## src/rtl/xlr8_wdt_pkg.sv

```systemverilog
// Shared constants and the timeout-limit helper for the XLR8 watchdog.
package xlr8_wdt_pkg;

    localparam int WDIF_BIT = 7;
    localparam int WDIE_BIT = 6;
    localparam int WDP3_BIT = 5;
    localparam int WDCE_BIT = 4;
    localparam int WDE_BIT  = 3;

    localparam logic [3:0] WDP_MAX = 4'd9;
    localparam int LIMIT_WIDTH = 21;
    localparam logic [LIMIT_WIDTH-1:0] BASE_LIMIT = 21'd2048;

    // Prescaler values above WDP_MAX alias to the longest timeout.
    function automatic logic [LIMIT_WIDTH-1:0] wdt_limit(input logic [3:0] wdp);
        logic [3:0] shamt;
        shamt = (wdp > WDP_MAX) ? WDP_MAX : wdp;
        return BASE_LIMIT << shamt;
    endfunction

endpackage

```

## src/rtl/xlr8_wdt_prescaler.sv

```systemverilog
// Watchdog tick counter: counts en128khz ticks and pulses timeout at the selected limit.
module xlr8_wdt_prescaler
    import xlr8_wdt_pkg::*;
#(
    parameter int CNT_WIDTH = 20
) (
    input  logic       clk,
    input  logic       core_rstn,
    input  logic       run,
    input  logic       tick,
    input  logic       wdr,
    input  logic [3:0] wdp,
    output logic       timeout
);

    logic [CNT_WIDTH-1:0]   cnt;
    logic [LIMIT_WIDTH-1:0] limit;
    logic                   at_limit;

    assign limit = wdt_limit(wdp);
    // >= rather than == so that lowering WDP below the count times out on the next tick.
    assign at_limit = LIMIT_WIDTH'(cnt) >= (limit - LIMIT_WIDTH'(1));
    assign timeout  = run && tick && !wdr && at_limit;

    always_ff @(posedge clk or negedge core_rstn) begin
        if (!core_rstn) begin
            cnt <= '0;
        end else if (!run || wdr) begin
            cnt <= '0;
        end else if (tick) begin
            cnt <= timeout ? '0 : cnt + CNT_WIDTH'(1);
        end
    end

endmodule

```

## src/rtl/xlr8_wdt.sv

```systemverilog
// AVR-compatible watchdog (WDTCSR): register access, timed change window and mode actions.
module xlr8_wdt
    import xlr8_wdt_pkg::*;
#(
    parameter logic [7:0] WDTCSR_ADDR = 8'h60,
    parameter int         CNT_WIDTH   = 20
) (
    input  logic       clk,
    input  logic       core_rstn,
    input  logic       en128khz,
    input  logic [7:0] ramadr,
    input  logic       ramre,
    input  logic       ramwe,
    input  logic       dm_sel,
    input  logic [7:0] dbus_in,
    output logic [7:0] dbus_out,
    output logic       io_out_en,
    input  logic       wdr,
    input  logic       wdrf,
    output logic       wdt_irq,
    input  logic       wdt_irq_ack,
    output logic       wdt_rst_req
);

    logic       sel, we, re;
    logic       wdif, wdie, wdce, wde, rst_req;
    logic [3:0] wdp;
    logic [1:0] win_cnt;
    logic       wde_eff, run, timeout;
    logic       wdif_nxt, wdie_nxt, rst_nxt;
    logic [7:0] wdtcsr;

    assign sel       = dm_sel && (ramadr == WDTCSR_ADDR);
    assign we        = sel && ramwe;
    assign re        = sel && ramre;
    assign io_out_en = re;

    assign wde_eff = wde | wdrf;
    assign run     = wde_eff | wdie;
    assign wdtcsr  = {wdif, wdie, wdp[3], wdce, wde_eff, wdp[2:0]};
    assign dbus_out    = {8{sel}} & wdtcsr;
    assign wdt_irq     = wdif & wdie;
    assign wdt_rst_req = rst_req;

    xlr8_wdt_prescaler #(
        .CNT_WIDTH(CNT_WIDTH)
    ) u_prescaler (
        .clk       (clk),
        .core_rstn (core_rstn),
        .run       (run),
        .tick      (en128khz),
        .wdr       (wdr),
        .wdp       (wdp),
        .timeout   (timeout)
    );

    // Flag updates; a hardware timeout is applied last so it wins over clears.
    always_comb begin
        wdif_nxt = wdif;
        wdie_nxt = wdie;
        rst_nxt  = rst_req;
        if (we) begin
            wdie_nxt = dbus_in[WDIE_BIT];
            if (dbus_in[WDIF_BIT]) wdif_nxt = 1'b0;
        end
        if (wdt_irq_ack) begin
            wdif_nxt = 1'b0;
            if (wde_eff && wdie) wdie_nxt = 1'b0;
        end
        if (timeout) begin
            if (wdie && (!wde_eff || !wdif)) wdif_nxt = 1'b1;
            if (wde_eff && (!wdie || wdif)) rst_nxt = 1'b1;
        end
    end

    always_ff @(posedge clk or negedge core_rstn) begin
        if (!core_rstn) begin
            wdif    <= 1'b0;
            wdie    <= 1'b0;
            wdce    <= 1'b0;
            wde     <= 1'b0;
            wdp     <= '0;
            win_cnt <= '0;
            rst_req <= 1'b0;
        end else begin
            wdif    <= wdif_nxt;
            wdie    <= wdie_nxt;
            rst_req <= rst_nxt;
            if (we && wdce) begin
                // Any write inside the window consumes it.
                wdce    <= 1'b0;
                win_cnt <= '0;
                wde     <= dbus_in[WDE_BIT];
                wdp     <= {dbus_in[WDP3_BIT], dbus_in[2:0]};
            end else begin
                if (we && dbus_in[WDCE_BIT] && dbus_in[WDE_BIT]) begin
                    wdce    <= 1'b1;
                    win_cnt <= 2'd3;
                end else if (wdce) begin
                    win_cnt <= win_cnt - 2'd1;
                    if (win_cnt == 2'd1) wdce <= 1'b0;
                end
                if (we && dbus_in[WDE_BIT]) wde <= 1'b1;
            end
        end
    end

endmodule

```

## config.mk

```make
export PLATFORM = sky130hd
export DESIGN_NAME = xlr8_wdt
export DESIGN_NICKNAME = d
export VERILOG_FILES = /design/src/rtl/xlr8_wdt_pkg.sv /design/src/rtl/xlr8_wdt_prescaler.sv /design/src/rtl/xlr8_wdt.sv
export SDC_FILE = /design/constraint.sdc
export NUM_CORES = 1
export LEC_CHECK = 0
export ABC_CLOCK_PERIOD_IN_PS = 5300
export CORE_MARGIN = 1
export CORE_UTILIZATION = 25
export DETAILED_ROUTE_END_ITERATION = 12
export GPL_TIMING_DRIVEN = 0
export SLEW_MARGIN = 20
export SYNTH_ARGS = -nofsm -noshare
export SYNTH_HDL_FRONTEND = slang
export SYNTH_SLANG_ARGS = --single-unit
```

## constraint.sdc

```tcl
create_clock -name clk -period 5.3 [get_ports clk]
set_input_delay 0.53 -clock clk [delete_from_list [all_inputs] [get_ports clk]]
set_output_delay 0.53 -clock clk [all_outputs]
set_load 0.02 [all_outputs]
```

### Word-level counts from Yosys, hierarchy flattened

Index checks and enable logic that the tools add are counted.

| word-level totals | value |
|---|---|
| bits in registers | 31 |

| operators by class | value |
|---|---|
| reductions and logical operators | 25 |
| bitwise logic cells | 4 |
| order comparisons | 2 |
| $add $sub $neg | 3 |
| equality and inequality tests | 2 |
| shift operators | 1 |
| multiplexer cells | 21 |

Operators by type and width:

| cell | count |
|---|---|
| $mux W20 | 3 |
| $ge A20 B21 Y1 | 1 |
| $shl A12 B4 Y21 const A | 1 |
| $sub A21 B1 Y21 const B | 1 |
| $add A20 B1 Y20 const B | 1 |
| $mux W1 | 14 |
| $logic_and A1 B1 Y1 | 13 |
| $and A8 B8 Y8 | 1 |
| $eq A8 B7 Y1 const B | 1 |
| $mux W2 | 3 |
| $logic_not A1 Y1 | 5 |
| $gt A4 B4 Y1 const B | 1 |
| $mux W4 | 1 |
| $reduce_bool A2 Y1 | 2 |
| $logic_or A1 B1 Y1 | 3 |
| $reduce_bool A3 Y1 | 1 |
| $eq A2 B1 Y1 const B | 1 |
| $or A1 B1 Y1 | 2 |
| $reduce_and A2 Y1 | 1 |
| $sub A2 B1 Y2 const B | 1 |
| $and A1 B1 Y1 | 1 |

### Logic depth before layout (Yosys ltp)

Gate-level depths: netlist of the first run.

| depth | value |
|---|---|
| word-level depth | 9 |
| depth in mapped cells | 14 |
| depth with buffers taken out | 12 |

### Cells and area by module

Synthesis of the first run repeated with hierarchy kept, for this count alone.

| second synthesis, totals | value |
|---|---|
| cells, all modules | 244 |
| area total of the unflattened synthesis | 2174.6 um2 |

By module, submodules not included:

| module | area an instance (um2) | cells each | instances |
|---|---|---|---|
| xlr8_wdt_prescaler | 1530.2 | 181 | 1 |
| xlr8_wdt | 644.4 | 63 | 1 |

### Worst setup path after synthesis of the first run

Ideal clock, no wire load.

| timing | value |
|---|---|
| path kind | reg2reg |
| start point | reg wdp[0] |
| end point | reg u_prescaler.cnt[2] |
| period minus slack after synthesis | 2818 ps |
| buffers on the path | 1 |
| arrival time | 2736 ps |
| setup time | 82 ps |
| data required time | 5218 ps |
| stages on the path, launching flop included | 14 |
| setup slack | 2482 ps |
| path through | dfrtp_1 > or2_2 > or3_1 > ha_1 > nor3_1 > a21o_1 > a32oi_1 > ha_1 > a21o_1 > a21o_1 > a31oi_4 > buf_6 > nand4b_1 > a31oi_1 |

| on the way | value |
|---|---|
| word-level cells in the longest chain between the ends | 9 |

RTL lines:

| element | RTL line | text |
|---|---|---|
| from (decl) | xlr8_wdt.sv:27 | `logic [3:0] wdp;` |
| from (signal assigned) | xlr8_wdt.sv:94 | `wdp <= {dbus_in[WDP3_BIT], dbus_in[2:0]};` |
| $gt A4 B4 Y1 | xlr8_wdt_pkg.sv:17 | `shamt = (wdp > WDP_MAX) ? WDP_MAX : wdp;` |
| $mux W4 (*) | xlr8_wdt_pkg.sv:17 |  |
| $shl A12 B4 Y21 (*) | xlr8_wdt_pkg.sv:18 | `return BASE_LIMIT << shamt;` |
| $sub A21 B1 Y21 (*) | xlr8_wdt_prescaler.sv:22 | `assign at_limit = LIMIT_WIDTH'(cnt) >= (limit - LIMIT_WIDTH'(1));` |
| $ge A20 B21 Y1 (*) | xlr8_wdt_prescaler.sv:22 |  |
| $logic_and A1 B1 Y1 (*) | xlr8_wdt_prescaler.sv:23 | `assign timeout = run && tick && !wdr && at_limit;` |
| $mux W20 (*) | xlr8_wdt_prescaler.sv:31 | `cnt <= timeout ? '0 : cnt + CNT_WIDTH'(1);` |
| $mux W20 (*) | xlr8_wdt_prescaler.sv:30 | `end else if (tick) begin` |
| $mux W20 (*) | xlr8_wdt_prescaler.sv:28 | `end else if (!run \|\| wdr) begin` |
| to (signal assigned) | xlr8_wdt_prescaler.sv:31 |  |
| to (decl) | xlr8_wdt_prescaler.sv:16 | `logic [CNT_WIDTH-1:0] cnt;` |

Every way passes the cells marked *; elsewhere a longest branch is shown, timed or not. The select of a mux whose other input is x is not followed.
A chain may end at the register's enable or synchronous reset.

### Final worst setup path of the first run

| timing | value |
|---|---|
| start point | in ramadr[1] |
| end point | out dbus_out[0] |

| on the way | value |
|---|---|
| word-level cells in the longest chain between the ends | 3 |

RTL lines:

| element | RTL line | text |
|---|---|---|
| from (decl) | xlr8_wdt.sv:11 | `input logic [7:0] ramadr,` |
| $eq A8 B7 Y1 | xlr8_wdt.sv:33 | `assign sel = dm_sel && (ramadr == WDTCSR_ADDR);` |
| $logic_and A1 B1 Y1 | xlr8_wdt.sv:33 |  |
| $and A8 B8 Y8 | xlr8_wdt.sv:41 | `assign dbus_out = {8{sel}} & wdtcsr;` |
| to (decl) | xlr8_wdt.sv:16 | `output logic [7:0] dbus_out,` |

No other way between the ends.

==> results of run 1 <==
layout by cell type (no fill, tap or decap), drive strengths merged, types with 3 or more instances in the layout:
cell,n
nand2,28
or3,3
o21ai,12
nand3,15
nor2,7
mux2,5
and4,4
and3,6
xnor2,4
buf,5
clkdlybuf4s50,34
a41oi,7
clkbuf,15
nor3,7
nor4,4
xor2,5
a21o,3
ha,12
nand4,18
a21oi,7
o31a,3
a31oi,8
inv,4
and2,12
dfrtp,31
through the flow:
step           power [mW]  setup slack (ns)  hold WS, ns  instance area [sq um]
2_1_floorplan      0.2669             2.482       0.2344                   2161
3_3_place_gp       0.2953             2.025       0.4724                   2643
3_5_place_dp       0.2981             2.012       0.3305                   2658
4_1_cts            0.5451             2.017      0.02704                   2775
5_1_grt            0.5587             1.838      0.02419                   2775
6_report           0.5346             2.059      0.03491                   2775
cell families (layout without fill, tap and decap cells):
group           after synthesis  count (layout)
mux                           6               6
compound gates               48              48
flops                        31              31
buf+inv                      16              60
fa+ha+maj                    12              12
simple gates                115             115
xor+xnor                      9               9
metal layers:
| layer | part of all wire | up-vias |
|---|---|---|
| met2 | 0.46 | 49 |
| met3 | 0.061 | 5 |
| met1 | 0.47 | 930 |
| li1 | - | 989 |
| met5 | 0 | - |
| met4 | 0.011 | 0 |
registers in the layout, indices dropped and copies added, names as in the netlist:
signal	flops
wdp	4
wdif	1
wdce	1
win_cnt	2
wdie	1
wde	1
wdt_rst_req	1
u_prescaler.cnt	20
final cells by class:
| type | count | area, sq um |
|---|---|---|
| plain buffers | 12 | 62.56 |
| clock buffers | 6 | 82.58 |
| clock inverters | 2 | 35.03 |
| fillers | 863 | 5524 |
| inverters | 4 | 15.01 |
| multi-input cells | 190 | 1308 |
| flip-flops and latches | 31 | 775.7 |
| well taps | 105 | 131.4 |
| repair buffers | 36 | 365.4 |
critical path, delay by kind of cell:
family        cells  cell delay [ns]
buf+inv           3             1.29
simple gates      3             0.89
final timing paths:
check,startpoint,end,slack (ns),cells past startpoint
max in group asynchronous,core_rstn,u_prescaler.cnt[17],4.92,2
min in group clk,wdt_rst_req,wdt_rst_req,0.48,1
max,ramadr[1],dbus_out[0],2.06,6
max reg2reg,wdp[0],u_prescaler.cnt[6],2.11,12
min,core_rstn,wdp[3],0.03,1
min reg2reg,wdt_rst_req,wdt_rst_req,0.48,1
report_power, final:
part | internal (mW) | switching (mW)
Sequential | 0.242 | 0.00406
Clock | 0.152 | 0.0896
Combinational | 0.0257 | 0.0215
==> out/results.txt, run 1 <==
largest family of logic cells by synthesized area -> simple AND/OR/NAND/NOR gates
synthesis warning total -> 0
DRC -> 0
minimum clock period -> 3.241 ns
clock tree buffer depth -> 2
vias in the first global route -> 1832
CTS tree -> yes
Post-Synthesis Cells -> 237
post-synthesis simple-gate area fraction -> 0.3080
#FFs+latches synth -> 31
final hold viol count -> 0
layout cells sized above 1 -> 0.09964
full die area -> 9019 sq um
delay of the slowest cell on the worst path -> 0.59 ns
Die Wd -> 94.97 um
WP data required -> 4.77 ns
DRT Pass-1 Iters -> 4
I/O pin count -> 36
Resized Gates After CTS -> 0
CP startpoint kind -> input port
Worst setup EP type -> primary output
GRT Util Overall -> 0.1231
Core ar. -> 8299 sq um
setup violators final -> 0
critical path class -> input port to primary output
Post-Synth Adder-Cell Area -> 0.06948
Compound-Gate Fraction of Synth Area -> 0.1604
post-synth top area cell -> dfrtp_1
Static Leak -> 1.121 nW
first-pass GRT wire length -> 8714 um
Final #Nets -> 317
clk_lat worst skew -> 0.29 ns
largest net degree at the start of global routing -> 31
Clk pin slew, worst setup/hold paths -> 0.06 ns
ys async rst share -> 1.000
Num CTS Buffers -> 5
Slew Viols, Final -> 0
mux cell area share after synthesis -> 0.03069
DR iter-0 viols -> 97
Initial Util -> 0.2604
Synth cell types -> 46
Clock Skews -> 0.007321 ns
Setup TNS Final -> 0 ns
Port Buffers -> 35
Slowest cell on crit path -> clkdlybuf4s50_1
Die Y -> 94.97 um
synth cell count leaders -> dfrtp_1 (31), nand2_1 (28), nand4_1 (18)
setup bufs post-CTS -> 0
post-synth net total -> 274
Finished Layout Cells -> 386
syn_area_per_cell -> 9.117 sq um
Remaining Overflow, GRT -> 0
Power Density -> 192.7 nW/um^2
status -> finished, final reports clean
diode count -> 0
Wirelength per Cell -> 13.65 um
FP Rows -> 33
H-Tree Depth -> 2
prevailing post-synth register cell -> dfrtp_1
Layout Utilization -> 0.3344
xor/xnor share of the synthesized area -> 0.03648
min-delay worst type -> input port to asynchronous set/reset pin
remaining antenna violation count -> 0
Placed Cells -> 378
# clock sinks -> 31
via count -> 1973
Worst Path Arrival -> 2.71 ns
Worst IR Drop VDD -> 80.13 uV
EDFF count, synth -> 0
CP most frequent cell -> clkdlybuf4s50_1
area of the mapped netlist -> 2161 sq um
Peak Freq -> 308.6 MHz
met1 Use GR -> 0.1596
DP Wirelength -> 3839 um
initial antenna violation count -> 0
Yosys top cell area share -> 0.3590
CTS Root Cell -> clkbuf_8
Top Usage Layer GRT -> met2
worst slew pin tran -> 0.5391 ns
Post-CTS Hold Buffers -> 0
GPL Wtd Cong -> 0.7649
Seq/Total Area, Yosys -> 0.3590
most frequent cell after synthesis -> dfrtp_1
final WL -> 5270 um
worst path cell trace -> clkdlybuf4s50_1 > or3_1 > nor4_4 > clkbuf_1 > and2_1 > clkdlybuf4s50_1
DR vias/cell -> 5.111
Max Cap Viol -> 0
RSZ-0062 raised after global routing -> no
Rel. slew slack -> 0.6378
period utilization -> 0.6114
Area Growth Syn to Fin -> 28.43%
crit path max fanout -> 10
Synth area leaders -> dfrtp_1 (36%), ha_1 (6.9%), nand4_1 (5.2%)
met2 usage -> 0.1960
grt met3 use -> 0.03623
(Power assumes the default switching activity.)
==> run 2, diff against run 1 <==
ABC_CLOCK_PERIOD_IN_PS = 2900   (was 5300)
clock period = 2.9 ns   (was 5.3 ns; I/O delays follow)
==> run 2 against run 1 <==
Effect of this change: die area unchanged; clock skew decreased by 0.0011 ns; non-clock buffer count grew 5; setup slack worse by 2.0 ns; count of clock-buffer cells in the layout is the same; total power is 83% higher; final area grew 6.1%; worst hold slack gained 0.30 ns; wire length up 5.1%.
==> out/results.txt, run 2 (synthesized netlist as in run 1, its figures left out) <==
status -> finished, final reports clean
worst slew pin tran -> 0.5863 ns (+0.04718 ns)
Port Buffers -> 35 (unchanged)
Tot Pwr -> 0.9805 mW (+83%)
most frequent cells in the layout -> clkdlybuf4s50_1 (34), dfrtp_1 (31), nand2_1 (28), nand4_1 (18), and2_1 (12)
Slowest cell on crit path -> dfrtp_1
DR vias/cell -> 5.128 (+0.32%)
Area Growth Syn to Fin -> 36.25%
clk_lat worst skew -> 0.29 ns (about the same)
Wirelength per Cell -> 14.17 um (+3.8%)
RSZ-0062 raised after global routing -> yes
minimum clock period -> 2.853 ns
top routing layer in use -> met4
worst path cell trace -> or2_4 > or3_4 > ha_4 > nor3_2 > a21o_1 > a32oi_1 > ha_2 > a21o_1 > a21o_1 > a31oi_4 > buf_12 > buf_8 > nand4_1 > a31oi_1
Finished Layout Cells -> 391 (+1.3%)
clock tree buffer depth -> 2 (unchanged)
Regs by FF count -> u_prescaler.cnt x20, wdp x4, win_cnt x2
Worst IR Drop VDD -> 147.3 uV (+84%)
diode count -> 0 (unchanged)
Core ar. -> 8299 sq um (unchanged)
H-Tree Depth -> 2 (unchanged)
# clock sinks -> 31 (unchanged)
via count -> 2005 (+1.6%)
CTS Root Cell -> clkbuf_8
DR iter-0 viols -> 91 (-6.2%)
FP Rows -> 33 (unchanged)
remaining antenna violation count -> 0 (unchanged)
WP data required -> 3.10 ns (-1.67 ns)
Peak Freq -> 350.5 MHz
DRT Pass-1 Iters -> 4 (unchanged)
delay of the slowest cell on the worst path -> 0.40 ns (-0.19 ns)
Power Density -> 333.1 nW/um^2 (+73%)
GPL Wtd Cong -> 0.7649 (unchanged)
critical path class -> flip-flop to flip-flop
CP most frequent cell -> a21o_1
vias in the first global route -> 1877 (+2.5%)
min-delay worst type -> input port to asynchronous set/reset pin
Final #Nets -> 322 (+1.6%)
CP startpoint kind -> flip-flop
initial antenna violation count -> 0 (unchanged)
Num CTS Buffers -> 5 (unchanged)
final hold viol count -> 0 (unchanged)
GRT Util Overall -> 0.1259 (+0.002839)
first-pass GRT wire length -> 8887 um (+2.0%)
DRC -> 0 (unchanged)
crit path max fanout -> 6 (-4)
Static Leak -> 1.184 nW (+5.6%)
layout cells sized above 1 -> 0.1748 (+0.07518)
I/O pin count -> 36 (unchanged)
CP top delay family -> compound AO/OA/AOI/OAI gates
Initial Util -> 0.2604 (unchanged)
Die Y -> 94.97 um (unchanged)
number of flip-flops in the largest register -> 20 (unchanged)
Slew Viols, Final -> 0 (unchanged)
CTS tree -> yes
final WL -> 5539 um (+5.1%)
Die Wd -> 94.97 um (unchanged)
routed wl met3 -> 332 um (+3.8%)
Rel. slew slack -> 0.6061 (-0.03170)
Worst Path Arrival -> 3.06 ns (+0.35 ns)
Setup TNS Final -> 0 ns (unchanged)
Worst Path Buf+Inv -> 2 (-1)
commonest non-fill, non-tap cell in the layout -> clkdlybuf4s50_1
Worst setup EP type -> flip-flop
Clock Skews -> 0.006240 ns (-0.001082 ns)
Clk pin slew, worst setup/hold paths -> 0.07 ns (about the same)
final hold slack -> 0.3324 ns (+0.2975 ns)
full die area -> 9019 sq um (unchanged)
Max Cap Viol -> 0 (unchanged)
Layout Utilization -> 0.3547 (+0.02035)
setup violators final -> 0 (unchanged)
Biggest register -> u_prescaler.cnt
Placed Cells -> 378 (unchanged)
WL met2 -> 2608 um (+7.1%)
period utilization -> 0.9837
Remaining Overflow, GRT -> 0 (unchanged)
Metal-1 WL -> 2527 um (+2.8%)
DP Wirelength -> 3839 um (unchanged)
largest net degree at the start of global routing -> 31 (unchanged)
==> run 2: changes by cell type in the layout (fill, tap and decap cells not counted), moves of 2 or more <==
cell,before,now
o21ai_1,0,4
buf_4,0,3
ha_1,12,10
nor2_1,7,5
nor3_1,7,5
a41oi_2,0,3
nor3_2,0,2
o21ai_0,12,8
clkbuf_1,8,3
a41oi_1,7,4
==> run 2: layout make-up <==
class	count	area [sq um]
Multi-Input combinational cell	190	1399
Buffer	10	65.06
Tap cell	105	131.4
Timing Repair Buffer	43	440.4
Inverter	4	15.01
Clock buffer	6	82.58
Sequential cell	31	775.7
Clock inverter	2	35.03
Fill cell	838	5355
==> run 2: timing repair <==
| action | CTS | global route |
|---|---|---|
| resized for setup | 10 | 23 |
| setup endpoints to repair | 22 | 27 |
| buffers inserted | 3 | 2 |
| pin swaps | 3 | 9 |
| hold buffers | 1 | 0 |
| gates cloned | 1 | 0 |
| hold endpoints to repair | 31 | 0 |
==> run 2: where the power goes <==
group          total (mW)  internal (mW)  leakage [nW]  switching (mW)
Clock               0.442          0.278        0.0612           0.164
Sequential          0.449          0.442         0.431         0.00736
Combinational      0.0893         0.0486         0.691          0.0407
Total               0.981          0.768          1.18           0.212
==> run 2: stage by stage <==
| step | worst slack (ns) | cell area [sq um] |
|---|---|---|
| 4_1_cts | 0.003015 | 2845 |
| 2_1_floorplan | 0.08214 | 2161 |
| 3_5_place_dp | -0.2493 | 2658 |
| 6_report | 0.04724 | 2944 |
| 5_1_grt | -0.08675 | 2944 |
| 3_3_place_gp | -0.2402 | 2643 |
==> run 2: final timing paths <==
kind / to / depth (start not counted) / start / slack [ns]
max: u_prescaler.cnt[6] / 14 / wdp[0] / 0.05
min: wdp[3] / 2 / core_rstn / 0.33
max reg2reg: u_prescaler.cnt[6] / 14 / wdp[0] / 0.05
min reg2reg: wde / 1 / wde / 0.48
max in group asynchronous: win_cnt[1] / 3 / core_rstn / 2.22
min in group clk: wde / 1 / wde / 0.48
==> run 2: routing by layer <==
| layer | global-route usage | up-vias |
|---|---|---|
| met2 | 0.2020 | 59 |
| met3 | 0.03623 | 7 |
| met1 | 0.1629 | 936 |
| li1 | - | 1003 |
| met4 | 0.03788 | 0 |
| met5 | 0 | - |
==> run 2: worst reg2reg max path, cell delays in order (launching register included) <==
cell and delay (ns):
dfrtp_1 0.40, or2_4 0.26, or3_4 0.35, ha_4 0.18
nor3_2 0.11, a21o_1 0.10, a32oi_1 0.10, ha_2 0.19
a21o_1 0.17, a21o_1 0.18, a31oi_4 0.18, buf_12 0.15
buf_8 0.11, nand4_1 0.11, a31oi_1 0.19
